### config.mk
export PLATFORM = sky130hd
export DESIGN_NAME = mem_access_arbiter
export DESIGN_NICKNAME = d
export VERILOG_FILES = /design/src/rtl/mem_access_arbiter.sv
export SDC_FILE = /design/constraint.sdc
export NUM_CORES = 1
export LEC_CHECK = 0
export BUFFER_PORTS_ARGS = -buffer_cell sky130_fd_sc_hd__buf_2
export CAP_MARGIN = 15
export CORE_ASPECT_RATIO = 1.5
export CORE_MARGIN = 1.5
export CORE_UTILIZATION = 50
export CTS_BUF_LIST = sky130_fd_sc_hd__clkbuf_8
export DETAILED_ROUTE_END_ITERATION = 8
export PLACE_DENSITY_LB_ADDON = 0.05
export SKIP_CTS_REPAIR_TIMING = 1
export SLEW_MARGIN = 0
export SYNTH_ARGS = -nofsm -noshare
export SYNTH_HDL_FRONTEND = slang
export SYNTH_SLANG_ARGS = --single-unit
export TNS_END_PERCENT = 20
### constraint.sdc
create_clock -name clk -period 2.13 [get_ports clk]
set_input_delay 0.1065 -clock clk [delete_from_list [all_inputs] [get_ports clk]]
set_output_delay 0.1065 -clock clk [all_outputs]
set_load 0.1 [all_outputs]
### src/rtl/mem_access_arbiter.sv
// mem_access_arbiter
//   Shares one single-port memory between the instruction-fetch path (IF) and
//   the load/store path (LS). Each access is sequenced through an FSM; when both
//   paths request at once, the grant alternates (round robin). Loads are
//   extracted and sign/zero extended; sub-word stores use read-modify-write so
//   untouched byte lanes survive.
//
//   Optional feature: define MEM_ARB_MISALIGN_TRAP_EN to trap misaligned half
//   and word accesses (no memory strobe, ls_done with ls_err = 1 and
//   ls_rdata = 0). Without it, misaligned accesses are silently aligned down
//   and ls_err is tied to 0.
//
// Parameters
//   ADDR_W      width of all address ports
//   MEM_RD_LAT  memory read latency in cycles (1..4)
//
// Ports
//   clk, rst                   clock, synchronous active-high reset
//   if_req/if_addr             fetch request and address (held until if_done)
//   if_rdata/if_done           fetched word, single-cycle completion pulse
//   ls_req/ls_we/ls_size       load/store request, 1 = store, 00 b / 01 h / 1x w
//   ls_unsigned                zero-extend loaded data
//   ls_addr/ls_wdata           byte address, right-aligned store data
//   ls_rdata/ls_done/ls_err    extended load result, completion pulse, error
//   mem_addr/mem_wdata         word-aligned memory address, write data
//   mem_rd_en/mem_wr_en        memory read / write strobes
//   mem_rdata                  memory read data (MEM_RD_LAT cycles after rd_en)
//   busy                       high whenever the FSM is not idle

module mem_access_arbiter #(
  parameter int unsigned ADDR_W     = 32,
  parameter int unsigned MEM_RD_LAT = 1
) (
  input  logic              clk,
  input  logic              rst,
  // instruction fetch
  input  logic              if_req,
  input  logic [ADDR_W-1:0] if_addr,
  output logic [31:0]       if_rdata,
  output logic              if_done,
  // load/store
  input  logic              ls_req,
  input  logic              ls_we,
  input  logic [1:0]        ls_size,
  input  logic              ls_unsigned,
  input  logic [ADDR_W-1:0] ls_addr,
  input  logic [31:0]       ls_wdata,
  output logic [31:0]       ls_rdata,
  output logic              ls_done,
  output logic              ls_err,
  // memory
  output logic [ADDR_W-1:0] mem_addr,
  output logic [31:0]       mem_wdata,
  output logic              mem_rd_en,
  output logic              mem_wr_en,
  input  logic [31:0]       mem_rdata,
  // status
  output logic              busy
);

  localparam logic [3:0] IDLE    = 4'd0;
  localparam logic [3:0] IF_RD   = 4'd1;
  localparam logic [3:0] IF_WAIT = 4'd2;
  localparam logic [3:0] IF_RSP  = 4'd3;
  localparam logic [3:0] LS_RD   = 4'd4;
  localparam logic [3:0] LS_WAIT = 4'd5;
  localparam logic [3:0] LS_RSP  = 4'd6;
  localparam logic [3:0] LS_WR   = 4'd7;
  localparam logic [3:0] LS_ERR  = 4'd8;

  localparam logic GRANT_IF = 1'b0;
  localparam logic GRANT_LS = 1'b1;

  // Wait counter load value: the WAIT state lasts MEM_RD_LAT-1 cycles and
  // leaves when the counter reads zero.
  localparam int unsigned WAIT_INIT = (MEM_RD_LAT > 1) ? (MEM_RD_LAT - 2) : 0;

  logic [3:0]  state_q, state_d;
  logic [1:0]  wait_q, wait_d;
  logic        last_grant_q, last_grant_d;

  // LS operation attributes captured at grant time
  logic        we_q;
  logic [1:0]  size_q;
  logic        uns_q;
  logic [1:0]  off_q;

  logic [31:0] merge_q;
  logic [31:0] if_rdata_q;
  logic [31:0] ls_rdata_q;
  logic        if_done_q;
  logic        ls_done_q;

  logic        if_act, ls_act;
  logic        grant_if, grant_ls;
  logic        trap;
  logic        ls_word_store;

  logic [7:0]  rd_byte;
  logic [15:0] rd_half;
  logic [31:0] load_ext;
  logic [31:0] store_merge;

  logic [ADDR_W-1:0] if_addr_al;
  logic [ADDR_W-1:0] ls_addr_al;

  logic        unused_if_addr_lo;
  assign unused_if_addr_lo = ^if_addr[1:0];

  assign if_addr_al = {if_addr[ADDR_W-1:2], 2'b00};
  assign ls_addr_al = {ls_addr[ADDR_W-1:2], 2'b00};

`ifdef MEM_ARB_MISALIGN_TRAP_EN
  assign trap = ((ls_size == 2'b01) && ls_addr[0]) ||
                (ls_size[1] && (ls_addr[1:0] != 2'b00));
`else
  assign trap = 1'b0;
`endif

  assign ls_word_store = ls_we && ls_size[1];

  // ---------------------------------------------------------------------------
  // Arbitration and next state
  // ---------------------------------------------------------------------------
  always_comb begin
    // A requester whose done pulse is high is still holding req; ignore it.
    if_act   = if_req && !if_done_q;
    ls_act   = ls_req && !ls_done_q;
    grant_if = if_act && (!ls_act || (last_grant_q == GRANT_LS));
    grant_ls = ls_act && !grant_if;
  end

  always_comb begin
    state_d      = state_q;
    wait_d       = wait_q;
    last_grant_d = last_grant_q;
    case (state_q)
      IDLE: begin
        if (grant_if) begin
          state_d      = IF_RD;
          last_grant_d = GRANT_IF;
        end else if (grant_ls) begin
          last_grant_d = GRANT_LS;
          if (trap) begin
            state_d = LS_ERR;
          end else if (ls_word_store) begin
            state_d = LS_WR;
          end else begin
            state_d = LS_RD;
          end
        end
      end
      IF_RD: begin
        if (MEM_RD_LAT <= 1) begin
          state_d = IF_RSP;
        end else begin
          state_d = IF_WAIT;
          wait_d  = 2'(WAIT_INIT);
        end
      end
      IF_WAIT: begin
        if (wait_q == 2'd0) begin
          state_d = IF_RSP;
        end else begin
          wait_d = wait_q - 2'd1;
        end
      end
      IF_RSP: state_d = IDLE;
      LS_RD: begin
        if (MEM_RD_LAT <= 1) begin
          state_d = LS_RSP;
        end else begin
          state_d = LS_WAIT;
          wait_d  = 2'(WAIT_INIT);
        end
      end
      LS_WAIT: begin
        if (wait_q == 2'd0) begin
          state_d = LS_RSP;
        end else begin
          wait_d = wait_q - 2'd1;
        end
      end
      // Sub-word stores come back through RSP to write the merged word.
      LS_RSP:  state_d = we_q ? LS_WR : IDLE;
      LS_WR:   state_d = IDLE;
      LS_ERR:  state_d = IDLE;
      default: state_d = IDLE;
    endcase
  end

  // ---------------------------------------------------------------------------
  // Load extraction and store merge
  // ---------------------------------------------------------------------------
  always_comb begin
    case (off_q)
      2'd0:    rd_byte = mem_rdata[7:0];
      2'd1:    rd_byte = mem_rdata[15:8];
      2'd2:    rd_byte = mem_rdata[23:16];
      default: rd_byte = mem_rdata[31:24];
    endcase
    rd_half = off_q[1] ? mem_rdata[31:16] : mem_rdata[15:0];

    case (size_q)
      2'b00:   load_ext = {{24{!uns_q && rd_byte[7]}}, rd_byte};
      2'b01:   load_ext = {{16{!uns_q && rd_half[15]}}, rd_half};
      default: load_ext = mem_rdata;
    endcase

    store_merge = mem_rdata;
    case (size_q)
      2'b00: begin
        case (off_q)
          2'd0:    store_merge[7:0]   = ls_wdata[7:0];
          2'd1:    store_merge[15:8]  = ls_wdata[7:0];
          2'd2:    store_merge[23:16] = ls_wdata[7:0];
          default: store_merge[31:24] = ls_wdata[7:0];
        endcase
      end
      2'b01: begin
        if (off_q[1]) begin
          store_merge[31:16] = ls_wdata[15:0];
        end else begin
          store_merge[15:0] = ls_wdata[15:0];
        end
      end
      default: store_merge = ls_wdata;
    endcase
  end

  // ---------------------------------------------------------------------------
  // State and datapath registers
  // ---------------------------------------------------------------------------
  always_ff @(posedge clk) begin
    if (rst) begin
      state_q      <= IDLE;
      wait_q       <= 2'd0;
      last_grant_q <= GRANT_LS;
      we_q         <= 1'b0;
      size_q       <= 2'b00;
      uns_q        <= 1'b0;
      off_q        <= 2'b00;
      merge_q      <= 32'd0;
      if_rdata_q   <= 32'd0;
      ls_rdata_q   <= 32'd0;
      if_done_q    <= 1'b0;
      ls_done_q    <= 1'b0;
    end else begin
      state_q      <= state_d;
      wait_q       <= wait_d;
      last_grant_q <= last_grant_d;

      if ((state_q == IDLE) && grant_ls) begin
        we_q   <= ls_we;
        size_q <= ls_size;
        uns_q  <= ls_unsigned;
        off_q  <= ls_addr[1:0];
      end

      if (state_q == IF_RSP) begin
        if_rdata_q <= mem_rdata;
      end

      if (state_q == LS_RSP) begin
        if (we_q) begin
          merge_q <= store_merge;
        end else begin
          ls_rdata_q <= load_ext;
        end
      end

      if (state_q == LS_ERR) begin
        ls_rdata_q <= 32'd0;
      end

      if_done_q <= (state_q == IF_RSP);
      ls_done_q <= ((state_q == LS_RSP) && !we_q) || (state_q == LS_WR) ||
                   (state_q == LS_ERR);
    end
  end

`ifdef MEM_ARB_MISALIGN_TRAP_EN
  logic ls_err_q;

  always_ff @(posedge clk) begin
    if (rst) begin
      ls_err_q <= 1'b0;
    end else begin
      ls_err_q <= (state_q == LS_ERR);
    end
  end

  assign ls_err = ls_err_q;
`else
  assign ls_err = 1'b0;
`endif

  // ---------------------------------------------------------------------------
  // Outputs, decoded from the registered state
  // ---------------------------------------------------------------------------
  always_comb begin
    mem_rd_en = (state_q == IF_RD) || (state_q == LS_RD);
    mem_wr_en = (state_q == LS_WR);
    mem_addr  = '0;
    mem_wdata = 32'd0;
    case (state_q)
      IF_RD: mem_addr = if_addr_al;
      LS_RD: mem_addr = ls_addr_al;
      LS_WR: begin
        mem_addr  = ls_addr_al;
        mem_wdata = size_q[1] ? ls_wdata : merge_q;
      end
      default: ;
    endcase
  end

  assign if_rdata = if_rdata_q;
  assign if_done  = if_done_q;
  assign ls_rdata = ls_rdata_q;
  assign ls_done  = ls_done_q;
  assign busy     = (state_q != IDLE);

endmodule

==> reports/qor.csv, run 1 <==
stage,metric,value,unit
status,status,"complete, but fails checks",
status,violated checks,hold timing,
setup_path,startpoint of the worst setup timing path,state_q[0],
setup_path,maximum fanout along the worst path,33,
power_and_ir_drop,P_sw,5.65,mW
sta,hold violation count in the final report,4,
floorplan,initial core utilization,51.2,%
yosys,Post-synth top flop,dfxtp_1,
sta,final setup skew,0.00972,ns
power_and_ir_drop,net switching fraction of the power,54.1,%
sta,post-route clock period utilization,98.5,%
cts,Max H-tree Level,3,
yosys,main area contributors after synthesis,"dfxtp_1 34%, mux2i_1 9.5%, nor2_1 7.3%",
flow_run,number of violations of the max-capacitance limit,0,
cts,worst-case clock buffer depth,2,
yosys,Post-Synthesis Cells,788,
drt,Detailed Routing Iterations Pass 1,5,
layout,area taken by multi-input logic gates,3820,um^2
placed_design,number of port buffers,264,
drt,total wirelength of the detailed-routed design,24500,um
power_and_ir_drop,static leakage,3.68,nW
cts,clock tree root driver cell,clkbuf_8,
floorplan,core area,12500,um^2
floorplan,Die Area,13500,um^2
sta,maximum achievable frequency,0.477,GHz
yosys,Syn Area/Cell,8.14,um^2
layout,final-layout fill cell count,1039,
min_path,class of the tightest hold or removal check,input port to register,
drt,drt first-iter violations,447,
yosys,ys async rst share,0,%
drt,WL met2,12300,um
placed_design,Placer Congestion,1.00,
power_and_ir_drop,clock power share,12.3,%
yosys,number of distinct library cell variants in the gate-level netlist after synthesis,56,
setup_path,"Req. time, crit path",2.02,ns
layout,number of cells in the finished layout apart from fillers,1195,
yosys,area share of the largest cell type after synthesis,34.3,%
sta,Total Neg Setup Slack,0,ns
sta,final worst hold slack,-0.0247,ns
sta,Slew headroom,53.1,%
cts,clock latency on the worst-skew pair,0.39,ns
drt,post-detailed-route via-to-cell ratio,5.95,
min_path,startpoint of the tightest hold check path,ls_size[1],
drt,metal3 WL,2380,um
power_and_ir_drop,part of the power in registers,23.6,%
layout,share of layout cells above drive strength 1,36.7,%
floorplan,Horiz. Die Dim,95.5,um
setup_path,worst setup path class,register to output pin,
yosys,sequential share of the synthesized area,34.3,%
yosys,Yosys warnings,0,
drt,post-route antenna net violation count,0,
power_and_ir_drop,Total Power Consumption,10.5,mW
global_routing,initial antenna violation count,3,
layout,flip-flop and latch area,2210,um^2
setup_path,Critical Path Start Type,register,
sta,RSZ-0062 raised after global routing,true,
global_routing,overflow left after global routing,0,
sta,Max Slew Vio Count,0,
yosys,cell type with the largest total area after synthesis,dfxtp_1,
cts,sinks on the clock net,110,
power_and_ir_drop,cell internal pwr,4.80,mW
yosys,post-synthesis cell area,6410,um^2
cts,TritonCTS clock tree,yes,
sta,final count of negative-setup-slack endpoints,0,
floorplan,IO Count,270,
floorplan,Chip Height,142,um
placed_design,HPWL after DPL,17900,um
global_routing,largest net degree at the start of global routing,65,
power_and_ir_drop,Power per Cell Area,1140,nW/um^2
cts,TritonCTS Buffers,9,
yosys,#FFs+latches synth,110,
drt,count of unresolved DRC violations after routing,0,
sta,final critical delay including setup and external delays,2.10,ns
yosys,number of synthesized flops with an enable pin,0,
cts,Clock Pin Slew Worst Setup and Hold Paths,0.11,ns
setup_path,Crit Reg-Reg Startpoint,off_q[0],
global_routing,aggregate global-route resource usage,34.9,%
drt,total via count in the routed design,7116,
placed_design,Inst Count DP,1162,
power_and_ir_drop,fraction of power consumed by combinational cells,64.1,%
power_and_ir_drop,Peak supply drop,0.000736,V
drt,Wirelength per Cell,20.5,um
floorplan,number of placement rows,50,
layout,"Net count, final",1167,
sta,slew at the pin closest to its max-slew limit,0.703,ns
setup_path,crit path DAT,1.99,ns
global_routing,vias in the first global route,6509,
drt,uppermost layer routed,met4,
drt,wire length on met1,8840,um
setup_path,kind of capture point of the worst setup path,output pin,
layout,synthesis-to-layout area growth,43.4,%
global_routing,first-pass GRT wire length,35700,um
==> path summary, 6_finish.rpt <==
| check | endpoint | slack (ns) | cells past startpoint |
|---|---|---|---|
| worst min register to register | if_rdata[11] | 0.46 | 2 |
| worst max-delay path | mem_wdata[15] | 0.03 | 5 |
| worst max register to register | ls_rdata[1] | 0.20 | 5 |
| worst min-delay path | size_q[1] | -0.02 | 3 |
==> stage by stage <==
step / worst slack, ns / area (um^2) / hold slack (ns) / util, %
5_1_grt: -0.0417 / 9200 / 0.0000855 / 73.5
3_5_place_dp: 0.245 / 8800 / 0.356 / 70.3
6_report: 0.0327 / 9200 / -0.0247 / 73.5
3_3_place_gp: 0.278 / 8800 / 0.353 / 70.3
4_1_cts: -0.109 / 8990 / -0.0487 / 71.9
2_1_floorplan: -0.369 / 6420 / 0.243 / -
==> registers in the layout, summed over array words and instances (netlist names), 2 cells and up <==
register / count
ls_rdata: 32
size_q: 2
off_q: 2
merge_q: 32
if_rdata: 32
wait_q: 2
state_q: 3
==> power by group through the flow <==
| stage | clock (mW) | sequential, mW | combinational (mW) |
|---|---|---|---|
| floorplan | 0 | 3.57 | 3.66 |
| finish | 1.28 | 2.47 | 6.70 |
| global placement | 0 | 2.52 | 6.50 |
| global route | 1.37 | 2.50 | 6.97 |
| detailed placement | 0 | 2.52 | 6.54 |
| CTS | 1.30 | 2.48 | 6.55 |
==> kinds of logic after synthesis <==
group	synth area share [%]
AND/OR/NAND/NOR	18.3
AO/OA/AOI/OAI	25.0
flip-flops	34.3
buffers and inverters	7.16
multiplexers	14.5
XOR/XNOR	0.410
adder cells (fa/ha/maj)	0.195
other	0.0585
==> placed cells by master (no fill, tap or decap), types with 5 or more instances in the layout <==
master / instances
a211oi_1: 40
mux2_2: 26
dfxtp_1: 106
a22o_1: 27
o221ai_1: 6
dlygate4sd3_1: 10
a221oi_1: 28
buf_4: 28
o32ai_1: 7
a211oi_2: 11
nor2_1: 118
nor3_1: 7
a311o_1: 8
nor2_2: 7
o21ai_0: 13
nand2_1: 109
a21oi_1: 47
nand4b_1: 7
inv_1: 22
buf_12: 65
nand2b_1: 5
buf_2: 200
clkbuf_8: 10
mux2i_1: 61
==> synth_stat cells (all sizes together) (7+ instances only) <==
cell type and instances:
buf 32, a211oi 51, dfxtp 110, nor3 8, nor2 125, clkbuf 46
inv 23, o21ai 14, mux2 26, o32ai 7, nand2 110, mux2i 61
a22o 30, nand4b 7, a311o 8, a21oi 50, a221oi 28
==> routing by layer <==
metal  vias to the layer above  global-route usage (%)
li1                       3317                       -
met1                      3367                    39.8
met2                       365                    58.7
met3                        67                    10.1
met4                         0                    17.2
met5                         -                       0
==> area by class of cell <==
| class | instances | share of cell area [%] |
|---|---|---|
| Multi-Input combinational cell | 578 | 41.5 |
| Timing Repair Buffer | 307 | 29.1 |
| Sequential cell | 110 | 24.0 |
| Tap cell | 156 | 2.12 |
| Clock buffer | 10 | 1.50 |
| Inverter | 24 | 0.979 |
| Clock inverter | 6 | 0.653 |
| Antenna cell | 4 | 0.109 |
==> critical path, stage by stage, from the launching register on <==
cell and delay (ns):
dfxtp_2 0.44, buf_4 0.18, nand3_1 0.12, buf_4 0.30, nor2_1 0.32, buf_12 0.22
No activity file was read; power rests on OpenSTA's default activity.
==> inputs of run 2 (changes only) <==
Settings changed: GPL_TIMING_DRIVEN from default to 0, RECOVER_POWER from default to 100.
==> run 2 against run 1 <==
  * The flow finishes with violations (hold timing, setup timing)
  * Non-clock buffer count rose by 52
  * Sequential power barely moved
  * First-iteration DRC count increased by 75%
  * Via count rose by 4.3%
  * Hold slack worse by 0.0090 ns
  * Clock skew grew 0.0040 ns
  * Register-to-register slack got worse by 0.17 ns
  * Clock power hardly changed
  * Largest power group unchanged
==> reports/qor.csv, run 2 (same netlist as run 1, synthesis figures left out) <==
stage,metric,value,unit
placed_design,number of port buffers,264,
power_and_ir_drop,Total Power Consumption,10.3,mW
placed_design,HPWL after DPL,20100,um
global_routing,vias in the first global route,6654,
sta,maximum achievable frequency,0.467,GHz
placed_design,Placer Congestion,0.995,
setup_path,longest individual stage delay on the worst path,0.40,ns
layout,number of cells in the finished layout apart from fillers,1246,
layout,"commonest cells after routing, fill and taps aside","184 x buf_2, 121 x nor2_1, 109 x nand2_1, 108 x dfxtp_1, 69 x clkbuf_1",
min_path,class of the tightest hold or removal check,input port to register,
power_and_ir_drop,static leakage,3.50,nW
drt,Detailed Routing Iterations Pass 1,6,
flow_run,number of violations of the max-capacitance limit,0,
floorplan,IO Count,270,
layout,"Net count, final",1219,
status,violated checks,"hold timing, setup timing",
sta,slew at the pin closest to its max-slew limit,1.23,ns
sta,Slew headroom,18.7,%
drt,Wirelength per Cell,21.4,um
cts,sinks on the clock net,110,
status,status,"complete, but fails checks",
setup_path,"Req. time, crit path",2.02,ns
setup_path,CP top delay family,buffers and inverters,
power_and_ir_drop,Power per Cell Area,1160,nW/um^2
cts,clock tree root driver cell,clkbuf_8,
setup_path,startpoint of the worst setup timing path,state_q[2],
setup_path,Critical Path Sink,mem_wdata[24],
sta,RSZ-0062 raised after global routing,true,
global_routing,initial antenna violation count,3,
setup_path,cell with the biggest individual delay on the critical path,dfxtp_2,
sta,hold violation count in the final report,4,
sta,final setup skew,0.0137,ns
setup_path,FF-to-FF path depth,5,
sta,final worst hold slack,-0.0338,ns
setup_path,most repeated library cell on the critical path,clkbuf_4,
drt,total via count in the routed design,7424,
power_and_ir_drop,Peak supply drop,0.000840,V
drt,count of unresolved DRC violations after routing,0,
drt,drt first-iter violations,783,
floorplan,Die Area,13500,um^2
sta,final critical delay including setup and external delays,2.14,ns
global_routing,first-pass GRT wire length,37200,um
floorplan,Horiz. Die Dim,95.5,um
cts,Clock Pin Slew Worst Setup and Hold Paths,0.11,ns
setup_path,total number of cells along the worst setup path,5,
setup_path,maximum fanout along the worst path,10,
setup_path,R2R setup slack,0.03,ns
setup_path,crit path DAT,2.03,ns
floorplan,Chip Height,142,um
drt,post-route antenna net violation count,0,
global_routing,overflow left after global routing,0,
cts,TritonCTS clock tree,yes,
drt,total wirelength of the detailed-routed design,26600,um
setup_path,Critical Path Start Type,register,
cts,TritonCTS Buffers,9,
setup_path,cells traversed along the worst timing path,"clkbuf_4, nand3_4, clkbuf_4, nor2_2, buf_8",
sta,Max Slew Vio Count,0,
layout,"commonest non-fill, non-tap cell in the layout",buf_2,
floorplan,core area,12500,um^2
sta,post-route clock period utilization,100,%
layout,share of layout cells above drive strength 1,32.8,%
sta,final count of negative-setup-slack endpoints,1,
floorplan,initial core utilization,51.2,%
cts,worst-case clock buffer depth,2,
cts,Max H-tree Level,3,
layout,synthesis-to-layout area growth,37.8,%
drt,post-detailed-route via-to-cell ratio,5.96,
placed_design,Inst Count DP,1210,
global_routing,largest net degree at the start of global routing,21,
cts,clock latency on the worst-skew pair,0.40,ns
sta,final worst setup slack,-0.0102,ns
setup_path,kind of capture point of the worst setup path,output pin,
setup_path,worst setup path class,register to output pin,
layout,Final Core Density,70.6,%
global_routing,aggregate global-route resource usage,37.5,%
setup_path,capture point of the worst reg-to-reg path,merge_q[11],
floorplan,number of placement rows,50,
setup_path,number of buffer and inverter stages on the critical path,3,
setup_path,Crit Reg-Reg Startpoint,size_q[0],
run 2: changes by cell type in the layout (fill, tap and decap cells not counted), moves of 4 or more:
cell / previous run / this run
a22o_2: 0 / 4
buf_2: 200 / 184
dlygate4sd3_1: 10 / 14
clkbuf_1: 0 / 69
clkbuf_4: 0 / 10
buf_4: 28 / 19
buf_12: 65 / 5
buf_8: 1 / 10
buf_6: 2 / 44
nor2_2: 7 / 2
run 2: metal layers:
metal / share of wire [%] / track usage [%] / wire length (um)
met5: 0 / 0 / 0
met2: 49 / 63.4 / 13100
met1: 35 / 43.7 / 9400
met4: 5.6 / 21.3 / 1480
met3: 10 / 6.75 / 2660
run 2: cell type report:
cell class	instances	area (um^2)
multi-input combinational	578	3840
clock inverter	7	66.3
timing repair buffer	281	1870
inverter	24	90.1
sequential	110	2210
fill	1078	3680
antenna	3	7.51
buffer	78	433
clock buffer	9	124
tap	156	195
run 2: worst min path at each step:
stage                  from     endpoint  slack (ns)  depth (start not counted)
2_1_floorplan  mem_rdata[0]  if_rdata[0]        0.24                          2
3_3_place_gp     ls_size[0]    size_q[0]        0.35                          3
3_5_place_dp    ls_unsigned        uns_q        0.36                          3
4_1_cts          ls_addr[1]     off_q[1]       -0.05                          3
5_1_grt        mem_rdata[5]  if_rdata[5]       0.001                          3
6_report        ls_unsigned        uns_q       -0.03                          3
run 2: stage by stage:
stage	TNS (ns)	instance area, um^2	hold slack [ns]	worst slack, ns
finish	-0.0102	8830	-0.0338	-0.0102
global route	-0.398	8830	0.00134	-0.0547
CTS	-41.54	8130	-0.0496	-0.875
detailed placement	-13.01	7940	0.357	-0.422
global placement	-13.49	7940	0.352	-0.418
floorplan	-11.64	6420	0.243	-0.369
run 2: report_power, final:
group | switching (mW) | total [mW] | internal [mW]
clock network | 0.812 | 1.27 | 0.453
registers | 0.158 | 2.44 | 2.28
logic | 4.78 | 6.57 | 1.78
run 2: tightest hold or removal path: stages:
cell,delay (ns)
buf_2,0.08
mux2i_1,0.05
nor2_1,0.08
